## src/rtl/dnn_feeder.sv

```systemverilog
// dnn_feeder: streams a 24-word weight set and 4 inputs into registers, fires the network stage, then waits for its result.
module dnn_feeder #(
  parameter int I_W     = 7,
  parameter int TIMEOUT = 64
) (
  input  logic           clk,
  input  logic           rst,
  input  logic           s_valid,
  input  logic [I_W-1:0] s_data,
  input  logic           s_keep_w,
  output logic           s_ready,
  output logic [I_W-1:0] x0,
  output logic [I_W-1:0] x1,
  output logic [I_W-1:0] x2,
  output logic [I_W-1:0] x3,
  output logic [4:0]     w04,
  output logic [4:0]     w05,
  output logic [4:0]     w06,
  output logic [4:0]     w07,
  output logic [4:0]     w14,
  output logic [4:0]     w15,
  output logic [4:0]     w16,
  output logic [4:0]     w17,
  output logic [4:0]     w24,
  output logic [4:0]     w25,
  output logic [4:0]     w26,
  output logic [4:0]     w27,
  output logic [4:0]     w34,
  output logic [4:0]     w35,
  output logic [4:0]     w36,
  output logic [4:0]     w37,
  output logic [4:0]     w48,
  output logic [4:0]     w49,
  output logic [4:0]     w58,
  output logic [4:0]     w59,
  output logic [4:0]     w68,
  output logic [4:0]     w69,
  output logic [4:0]     w78,
  output logic [4:0]     w79,
  output logic           in_ready,
  input  logic           res_ready,
  output logic           busy,
  output logic           err
);
  localparam int TW = $clog2(TIMEOUT);
  localparam logic [TW-1:0] T_LAST = TW'(TIMEOUT - 1);
  typedef enum logic [2:0] {IDLE, LOAD_W, LOAD_X, FIRE, WAIT} state_t;
  state_t         state_q;
  logic [4:0]     cnt_q;
  logic [TW-1:0]  tcnt_q;
  logic           wvalid_q, res_q, err_q, in_ready_q;
  logic [4:0]     w_q [24];
  logic [I_W-1:0] x_q [4];
  logic           acc, rise;
  assign s_ready  = ~rst & (state_q == IDLE || state_q == LOAD_W || state_q == LOAD_X);
  assign acc      = s_valid & s_ready;
  assign rise     = res_ready & ~res_q;
  assign busy     = state_q != IDLE;
  assign err      = err_q;
  assign in_ready = in_ready_q;
  // The first word is stored while leaving IDLE, so the load states resume at index 1
  always_ff @(posedge clk) begin
    if (rst) begin
      state_q    <= IDLE;
      cnt_q      <= '0;
      tcnt_q     <= '0;
      wvalid_q   <= 1'b0;
      res_q      <= 1'b0;
      err_q      <= 1'b0;
      in_ready_q <= 1'b0;
      for (int i = 0; i < 24; i++) w_q[i] <= '0;
      for (int i = 0; i < 4; i++) x_q[i] <= '0;
    end else begin
      res_q      <= res_ready;
      in_ready_q <= 1'b0;
      case (state_q)
        IDLE: if (acc) begin
          cnt_q <= 5'd1;
          if (s_keep_w && wvalid_q) begin
            x_q[0]  <= s_data;
            state_q <= LOAD_X;
          end else begin
            w_q[0]  <= s_data[4:0];
            state_q <= LOAD_W;
          end
        end
        LOAD_W: if (acc) begin
          w_q[cnt_q] <= s_data[4:0];
          if (cnt_q == 5'd23) begin
            cnt_q    <= '0;
            wvalid_q <= 1'b1;
            state_q  <= LOAD_X;
          end else cnt_q <= cnt_q + 5'd1;
        end
        LOAD_X: if (acc) begin
          x_q[cnt_q[1:0]] <= s_data;
          if (cnt_q == 5'd3) begin
            cnt_q      <= '0;
            in_ready_q <= 1'b1;
            state_q    <= FIRE;
          end else cnt_q <= cnt_q + 5'd1;
        end
        FIRE: begin
          tcnt_q  <= '0;
          state_q <= WAIT;
        end
        WAIT: if (rise) state_q <= IDLE;
        else if (tcnt_q == T_LAST) begin
          err_q   <= 1'b1;
          state_q <= IDLE;
        end else tcnt_q <= tcnt_q + 1'b1;
        default: state_q <= IDLE;
      endcase
    end
  end
  assign x0 = x_q[0];
  assign x1 = x_q[1];
  assign x2 = x_q[2];
  assign x3 = x_q[3];
  assign w04 = w_q[0];
  assign w05 = w_q[1];
  assign w06 = w_q[2];
  assign w07 = w_q[3];
  assign w14 = w_q[4];
  assign w15 = w_q[5];
  assign w16 = w_q[6];
  assign w17 = w_q[7];
  assign w24 = w_q[8];
  assign w25 = w_q[9];
  assign w26 = w_q[10];
  assign w27 = w_q[11];
  assign w34 = w_q[12];
  assign w35 = w_q[13];
  assign w36 = w_q[14];
  assign w37 = w_q[15];
  assign w48 = w_q[16];
  assign w58 = w_q[17];
  assign w68 = w_q[18];
  assign w78 = w_q[19];
  assign w49 = w_q[20];
  assign w59 = w_q[21];
  assign w69 = w_q[22];
  assign w79 = w_q[23];
endmodule

```

## config.mk

```make
export PLATFORM = sky130hd
export DESIGN_NAME = dnn_feeder
export DESIGN_NICKNAME = d
export VERILOG_FILES = /design/src/rtl/dnn_feeder.sv
export SDC_FILE = /design/constraint.sdc
export NUM_CORES = 1
export LEC_CHECK = 0
export ABC_AREA = 1
export BUFFER_PORTS_ARGS = -buffer_cell sky130_fd_sc_hd__buf_2
export CORE_UTILIZATION = 53
export DETAILED_ROUTE_END_ITERATION = 10
export GPL_ROUTABILITY_DRIVEN = 0
export GPL_TIMING_DRIVEN = 1
export PLACE_DENSITY = 0.8
export RECOVER_POWER = 100
export SETUP_SLACK_MARGIN = 0.05
export SLEW_MARGIN = 20
export SYNTH_ARGS = -nofsm -noshare
export SYNTH_HDL_FRONTEND = slang
export SYNTH_SLANG_ARGS = --single-unit
```

## constraint.sdc

```tcl
create_clock -name clk -period 2.52 [get_ports clk]
set_clock_uncertainty 0.2 [all_clocks]
set_input_delay 0.504 -clock clk [delete_from_list [all_inputs] [get_ports clk]]
set_output_delay 0.504 -clock clk [all_outputs]
set_load 0.05 [all_outputs]
```

==> impl_metrics.env, run 1 <==
export IMPL_clkSinkCount=166
export IMPL_yosysMostFrequentCell="nor2_1"
export IMPL_leakage_uw=0.003002
export IMPL_die_area_um2=12810
export IMPL_clk_path_buf_depth=2
export IMPL_drt_iter0_drc=584
export IMPL_slowest_stage="nor4_4"
export IMPL_wl_um=15670
export IMPL_fin_nets=737
export IMPL_max_freq_ghz=0.4346
export IMPL_peakVddDrop_v=0.0005556
export IMPL_cts_inserted_buffers=17
export IMPL_ys_seq_area_share_pct=73.34
export IMPL_dr_pass1_iters=5
export IMPL_die_y_um=113.2
export IMPL_crit_top_cell="nand2_1"
export IMPL_syn_nets=567
export IMPL_cp_arrival_ns=2.21
export IMPL_worst_pin_slew_ns=0.9598
export IMPL_synth_area_um2=6551
export IMPL_portBuffers=163
export IMPL_synth_area_top_cells="edfxtp_1 (68%), nor2_1 (9.6%), dfxtp_1 (5.5%)"
export IMPL_drc=0
export IMPL_num_vias=4750
export IMPL_multi_input_area_um2=1511
export IMPL_insertion_delay_ns=0.42
export IMPL_slew_headroom_pct=35.52
export IMPL_cts_setup_buffers=0
export IMPL_cp_required_ns=2.43
export IMPL_synth_flop_cell="edfxtp_1"
export IMPL_initial_core_util_pct=54.54
export IMPL_slew_viol_final=0
export IMPL_max_cap_violations=0
export IMPL_viasPerCell=5.385
export IMPL_hold_class="in -> reg"
export IMPL_synth_edf_count=148
export IMPL_cts_root_buf="clkbuf_16"
export IMPL_cp_start_kind="flip-flop"
export IMPL_setup_violations_final=0
export IMPL_grt_pass1_wl_um=23690
export IMPL_end_kind="flip-flop"
export IMPL_crit_chain="inv_1 > nor4_4 > nand2_1 > nand2_1"
export IMPL_seqCellArea_um2=4805
export IMPL_hold_viol=0
export IMPL_dp_hpwl_um=10580
export IMPL_ant_nets=0
export IMPL_fillCellCount=957
export IMPL_yosysWarnings=0
export IMPL_ys_types=31
export IMPL_antenna_found_initial=0
export IMPL_synth_cells=553
export IMPL_antenna_cells=0
export IMPL_grt_pass1_vias=4442
export IMPL_coreArea_um2=12010
export IMPL_htree_levels=4
export IMPL_avgSynthCellArea_um2=11.85
export IMPL_critPathKind="reg -> reg"
export IMPL_grtUsageTotal_pct=25.18
export IMPL_cts_hold_buf=0
export IMPL_rsz0062_at_grt="false"
export IMPL_slowest_delay_ns=0.58
export IMPL_yosysTopAreaCell="edfxtp_1"
export IMPL_cp_max_fo=6
export IMPL_period_share_pct=91.31
export IMPL_status="finished, final reports clean"
export IMPL_drive_above_1_share_pct=9.116
export IMPL_avgRoutedWirePerCell_um=17.76
export IMPL_io_pins=164
export IMPL_min_period_ns=2.301
export IMPL_postLayoutCoreUtil_pct=64.80
export IMPL_syn_to_final_growth_pct=18.81
export IMPL_clk_pin_slew_ns=0.06
export IMPL_synth_top_area_share_pct=67.84
export IMPL_synth_seq_cells=166
export IMPL_r2r_slack_ns=0.22
export IMPL_dieWidth_um=113.2
export IMPL_power_density_nw_per_um2=782.7
export IMPL_synth_top_cells_by_count="nor2_1 (167), edfxtp_1 (148), nand2_1 (93)"
export IMPL_grt_overflow=0
export IMPL_cts_tree="built"
export IMPL_synthArstFlopShare_pct=0
export IMPL_grt_max_degree=34
export IMPL_fin_setup_tns_ns=0
export IMPL_num_rows=40
final timing paths:
check / from / end / cells past startpoint
worst max-delay path: cnt_q[0] / w_q[1][2] / 4
worst min-delay path: res_ready / res_q / 3
worst max register to register: cnt_q[0] / w_q[1][2] / 4
worst min register to register: err / err / 2
cells in the final DEF, fill, tap and decap left out:
cell type     n
nand3_2       6
clkinv_4      1
nand4_1       2
clkbuf_2      2
a211oi_4      1
o21a_1        1
ha_1          2
nor2_4        2
inv_2         7
o211ai_1      1
buf_4         2
xnor2_1       1
clkbuf_1    154
nor4_4        2
inv_6         1
nor2_2        3
a31oi_1       1
clkinv_1      3
nor2_1      170
a21oi_1      14
clkinvlp_4    1
nand2_1      94
o21ai_4       1
nor3_1        9
inv_1        30
buf_2        11
clkbuf_16    17
nand3_1      16
edfxtp_1    148
o21ai_2       1
o21ai_0       2
nand2_2       1
clkinv_2      5
nand2_4       2
o21ai_1       1
dfxtp_1      18
nor3_4        1
xor2_1        1
per-layer routing:
| layer | up-vias | track usage, % | part of all wire [%] |
|---|---|---|---|
| met5 | - | 0 | 0 |
| met2 | 260 | 41.68 | 50 |
| met1 | 2272 | 32.66 | 40 |
| li1 | 2198 | - | - |
| met3 | 20 | 5.785 | 8.1 |
| met4 | 0 | 9.386 | 1.5 |
flip-flops by register name (all words and copies together), names as in the netlist:
signal / count
x_q: 28
tcnt_q: 6
res_q: 1
wvalid_q: 1
w_q: 120
state_q: 3
cnt_q: 5
in_ready: 1
err: 1
per-stage QoR:
stage	instances	worst slack [ns]	total power [µW]	hold WS [ns]	cell area [µm²]
floorplan	553	0.2702	3767	0.2366	6551
global placement	851	0.1850	3938	0.2399	7507
detailed placement	851	0.1051	3952	0.2426	7507
CTS	882	0.1777	6138	0.08138	8005
global route	882	0.04720	6261	0.1052	7784
finish	882	0.2190	6092	0.1003	7784
cell families (layout without fill, tap and decap cells):
kind of cell / count (synthesis) / count (layout) / share of synthesized area, %
AND/OR/NAND/NOR: 308 / 308 / 20.57
flip-flops: 166 / 166 / 73.34
buffers and inverters: 52 / 234 / 3.132
AO/OA/AOI/OAI: 23 / 23 / 2.311
adder cells (fa/ha/maj): 2 / 2 / 0.3819
XOR/XNOR: 2 / 2 / 0.2674
layout make-up:
type,instances,area share (%)
Timing Repair Buffer,166,8.311
Sequential cell,166,61.73
Clock buffer,20,5.610
Tap cell,147,2.363
Clock inverter,11,0.7877
Inverter,37,1.784
Multi-Input combinational cell,335,19.42
power by group:
| part | switching, µW | internal, µW | total (µW) |
|---|---|---|---|
| registers | 54.8 | 3090 | 3150 |
| clock network | 988 | 1240 | 2220 |
| logic | 624 | 96.7 | 720 |
| total | 1670 | 4430 | 6090 |
critical path: cells and delay by family (launching register included):
kind          cells  cell delay [ns]
flops             1             0.48
buf+inv           1             0.20
simple gates      3             1.12
repair_timing:
item | CTS | global route
setup endpoints to repair | 0 | 7
hold endpoints to repair | 0 | 0
resized for setup | 0 | 1
Note: power is estimated with default switching activity, not from simulation.
==> run 2, diff against run 1 <==
- ABC_AREA: 1 -> unset
- PLACE_DENSITY: 0.8 -> 0.79
==> run 2 against run 1 <==
Synthesized cell count fell by 5.6%. Cell area up 8.3%. Via count is 8.3% higher. Die area grew 4.6%. Setup slack worse by 0.085 ns. Critical path depth unchanged. Sequential cell count stayed put. Global-route usage increased by 0.63 points. Largest cell class unchanged.
==> impl_metrics.env, run 2 <==
export IMPL_coreArea_um2=12620
export IMPL_cp_start_kind="flip-flop"
export IMPL_synth_top_cells_by_count="edfxtp_1 (148), nor4_1 (88), clkbuf_1 (49)"
export IMPL_clk_pin_slew_ns=0.06
export IMPL_crit_chain="clkbuf_1 > a21o_1 > nor2_1 > buf_2"
export IMPL_cts_hold_buf=0
export IMPL_grt_overflow=0
export IMPL_synth_top_area_share_pct=64.82
export IMPL_use_met1_pct=33.93
export IMPL_end_kind="output port"
export IMPL_syn_nets=536
export IMPL_cts_root_buf="clkbuf_16"
export IMPL_synth_cells=522
export IMPL_cp_startpoint="state_q[1]"
export IMPL_regMostFlops="w_q"
export IMPL_syn_to_final_growth_pct=22.97
export IMPL_drc=0
export IMPL_htree_levels=4
export IMPL_whs_ns=0.1197
export IMPL_grt_pass1_wl_um=25760
export IMPL_busiest_layer="met2"
export IMPL_hold_viol=0
export IMPL_antenna_cells=0
export IMPL_num_vias=5145
export IMPL_use_met3_pct=5.701
export IMPL_cp_num_buf_inv=2
export IMPL_yosysTopAreaCell="edfxtp_1"
export IMPL_hp_start="res_ready"
export IMPL_dieWidth_um=115.7
export IMPL_peakVddDrop_v=0.0004207
export IMPL_min_path_cells=2
export IMPL_mostFrequentLayoutCells="clkbuf_1 (180), edfxtp_1 (148), nor4_1 (88)"
export IMPL_power_density_nw_per_um2=759.6
export IMPL_grt_max_degree=38
export IMPL_cts_inserted_buffers=17
export IMPL_place_ws_ns=-0.08374
export IMPL_slowest_delay_ns=0.48
export IMPL_largest_reg_flops=120
export IMPL_hold_class="in -> reg"
export IMPL_fin_nets=716
export IMPL_cts_tree="built"
export IMPL_max_freq_ghz=0.4191
export IMPL_rsz0062_at_grt="false"
export IMPL_synth_seq_cells=166
export IMPL_max_cap_violations=0
export IMPL_multi_input_area_um2=1826
export IMPL_portBuffers=163
export IMPL_reg2reg_to="w_q[2][4]"
export IMPL_slowest_stage="dfxtp_1"
export IMPL_final_common_cell="clkbuf_1"
export IMPL_worst_path_stages=4
export IMPL_cpLargestDelayFamily="flip-flops"
export IMPL_leakage_uw=0.002770
export IMPL_worst_pin_slew_ns=0.8837
export IMPL_crit_path_end="s_ready"
export IMPL_setup_ws_ns=0.1337
export IMPL_slew_viol_final=0
export IMPL_avgRoutedWirePerCell_um=19.04
export IMPL_dp_hpwl_um=11050
export IMPL_cp_arrival_ns=1.68
export IMPL_reg2reg_depth=5
export IMPL_ys_seq_area_share_pct=70.07
export IMPL_viasPerCell=5.814
export IMPL_insertion_delay_ns=0.42
export IMPL_clk_path_buf_depth=2
export IMPL_grt_pass1_vias=4881
export IMPL_cp_required_ns=1.82
export IMPL_r2r_slack_ns=0.15
export IMPL_dr_pass1_iters=5
export IMPL_setup_violations_final=0
export IMPL_reg_top3="w_q: 120 flops, x_q: 28 flops, tcnt_q: 6 flops"
export IMPL_synth_area_um2=6857
export IMPL_drt_iter0_drc=574
export IMPL_wl_um=16850
export IMPL_r2r_start="cnt_q[2]"
export IMPL_yosysWarnings=0
export IMPL_ant_nets=0
export IMPL_yosysMostFrequentCell="edfxtp_1"
export IMPL_initial_core_util_pct=54.33
export IMPL_synth_flop_cell="edfxtp_1"
export IMPL_clkSinkCount=166
export IMPL_fillCellCount=999
export IMPL_use_met2_pct=41.44
export IMPL_drive_above_1_share_pct=13.60
export IMPL_seqCellArea_um2=4806
export IMPL_synth_area_top_cells="edfxtp_1 (65%), nor4_1 (8.0%), dfxtp_1 (5.3%)"
export IMPL_period_share_pct=94.70
export IMPL_cp_max_fo=6
export IMPL_status="finished, final reports clean"
export IMPL_synthArstFlopShare_pct=0
export IMPL_grtUsageTotal_pct=25.81
export IMPL_slew_headroom_pct=41.09
export IMPL_antenna_found_initial=0
export IMPL_die_area_um2=13400
export IMPL_critPathKind="reg -> out"
export IMPL_min_period_ns=2.386
export IMPL_io_pins=164
export IMPL_ys_types=45
export IMPL_num_rows=41
export IMPL_synth_edf_count=148
export IMPL_avgSynthCellArea_um2=13.14
export IMPL_die_y_um=115.7
[run 2: cell count changes after synthesis, sizes merged, moves of 18 or more]
cell	previous run	this run
o31ai	0	18
and2	0	43
inv	37	10
nor4	2	89
nand2	97	12
clkbuf	15	49
nor2	175	25
[run 2: worst min-delay path by stage]
stage / end / slack [ns]
after floorplan: tcnt_q[4] / 0.25
after global placement: tcnt_q[4] / 0.26
after detailed placement: err / 0.27
after CTS: res_q / 0.11
after global routing: res_q / 0.12
final: res_q / 0.12
[run 2: area by class of cell]
| type | instances | share of cell area, % |
|---|---|---|
| flip-flops and latches | 166 | 57.00 |
| multi-input cells | 288 | 21.65 |
| well taps | 172 | 2.552 |
| inverters | 10 | 0.4452 |
| clock inverters | 12 | 1.825 |
| clock buffers | 18 | 5.090 |
| repair buffers | 219 | 11.44 |
[run 2: stage by stage]
| stage | TNS [ns] | area (µm²) | utilization [%] | total power (µW) | instances |
|---|---|---|---|---|---|
| 2_1_floorplan | -0.03070 | 6912 | - | 3718 | 522 |
| 3_3_place_gp | -0.04106 | 8165 | 64.70 | 3918 | 855 |
| 3_5_place_dp | -0.6116 | 8165 | 64.70 | 3932 | 855 |
| 4_1_cts | 0 | 8748 | 69.32 | 6463 | 885 |
| 5_1_grt | 0 | 8432 | 66.82 | 6581 | 885 |
| 6_report | 0 | 8432 | 66.82 | 6405 | 885 |
[run 2: kinds of logic (layout without fill, tap and decap cells)]
logic type,Yosys count,in the layout,share of synthesized area [%]
simple gates,231,231,20.15
flops,166,166,70.07
buf+inv,68,259,4.051
compound gates,54,54,5.219
fa+ha+maj,2,2,0.3649
mux,1,1,0.1460
[run 2: layer usage]
metal | wire, µm | share of wire (%)
met5 | 0 | 0
met4 | 365 | 2.2
met3 | 1183 | 7.0
met2 | 8449 | 50
met1 | 6849 | 41
[run 2: repair_timing]
action,4_1_cts,5_1_grt
setup endpoints to repair,0,36
resized for setup,0,2
buffers inserted,0,0
[run 2: where the power goes]
part           switching [µW]  internal (µW)  leakage, µW  total [µW]
registers                43.7           3090      0.00166        3130
clock network            1020           1550     0.000278        2560
logic                     585            124     0.000829         709
total                    1640           4760      0.00277        6400
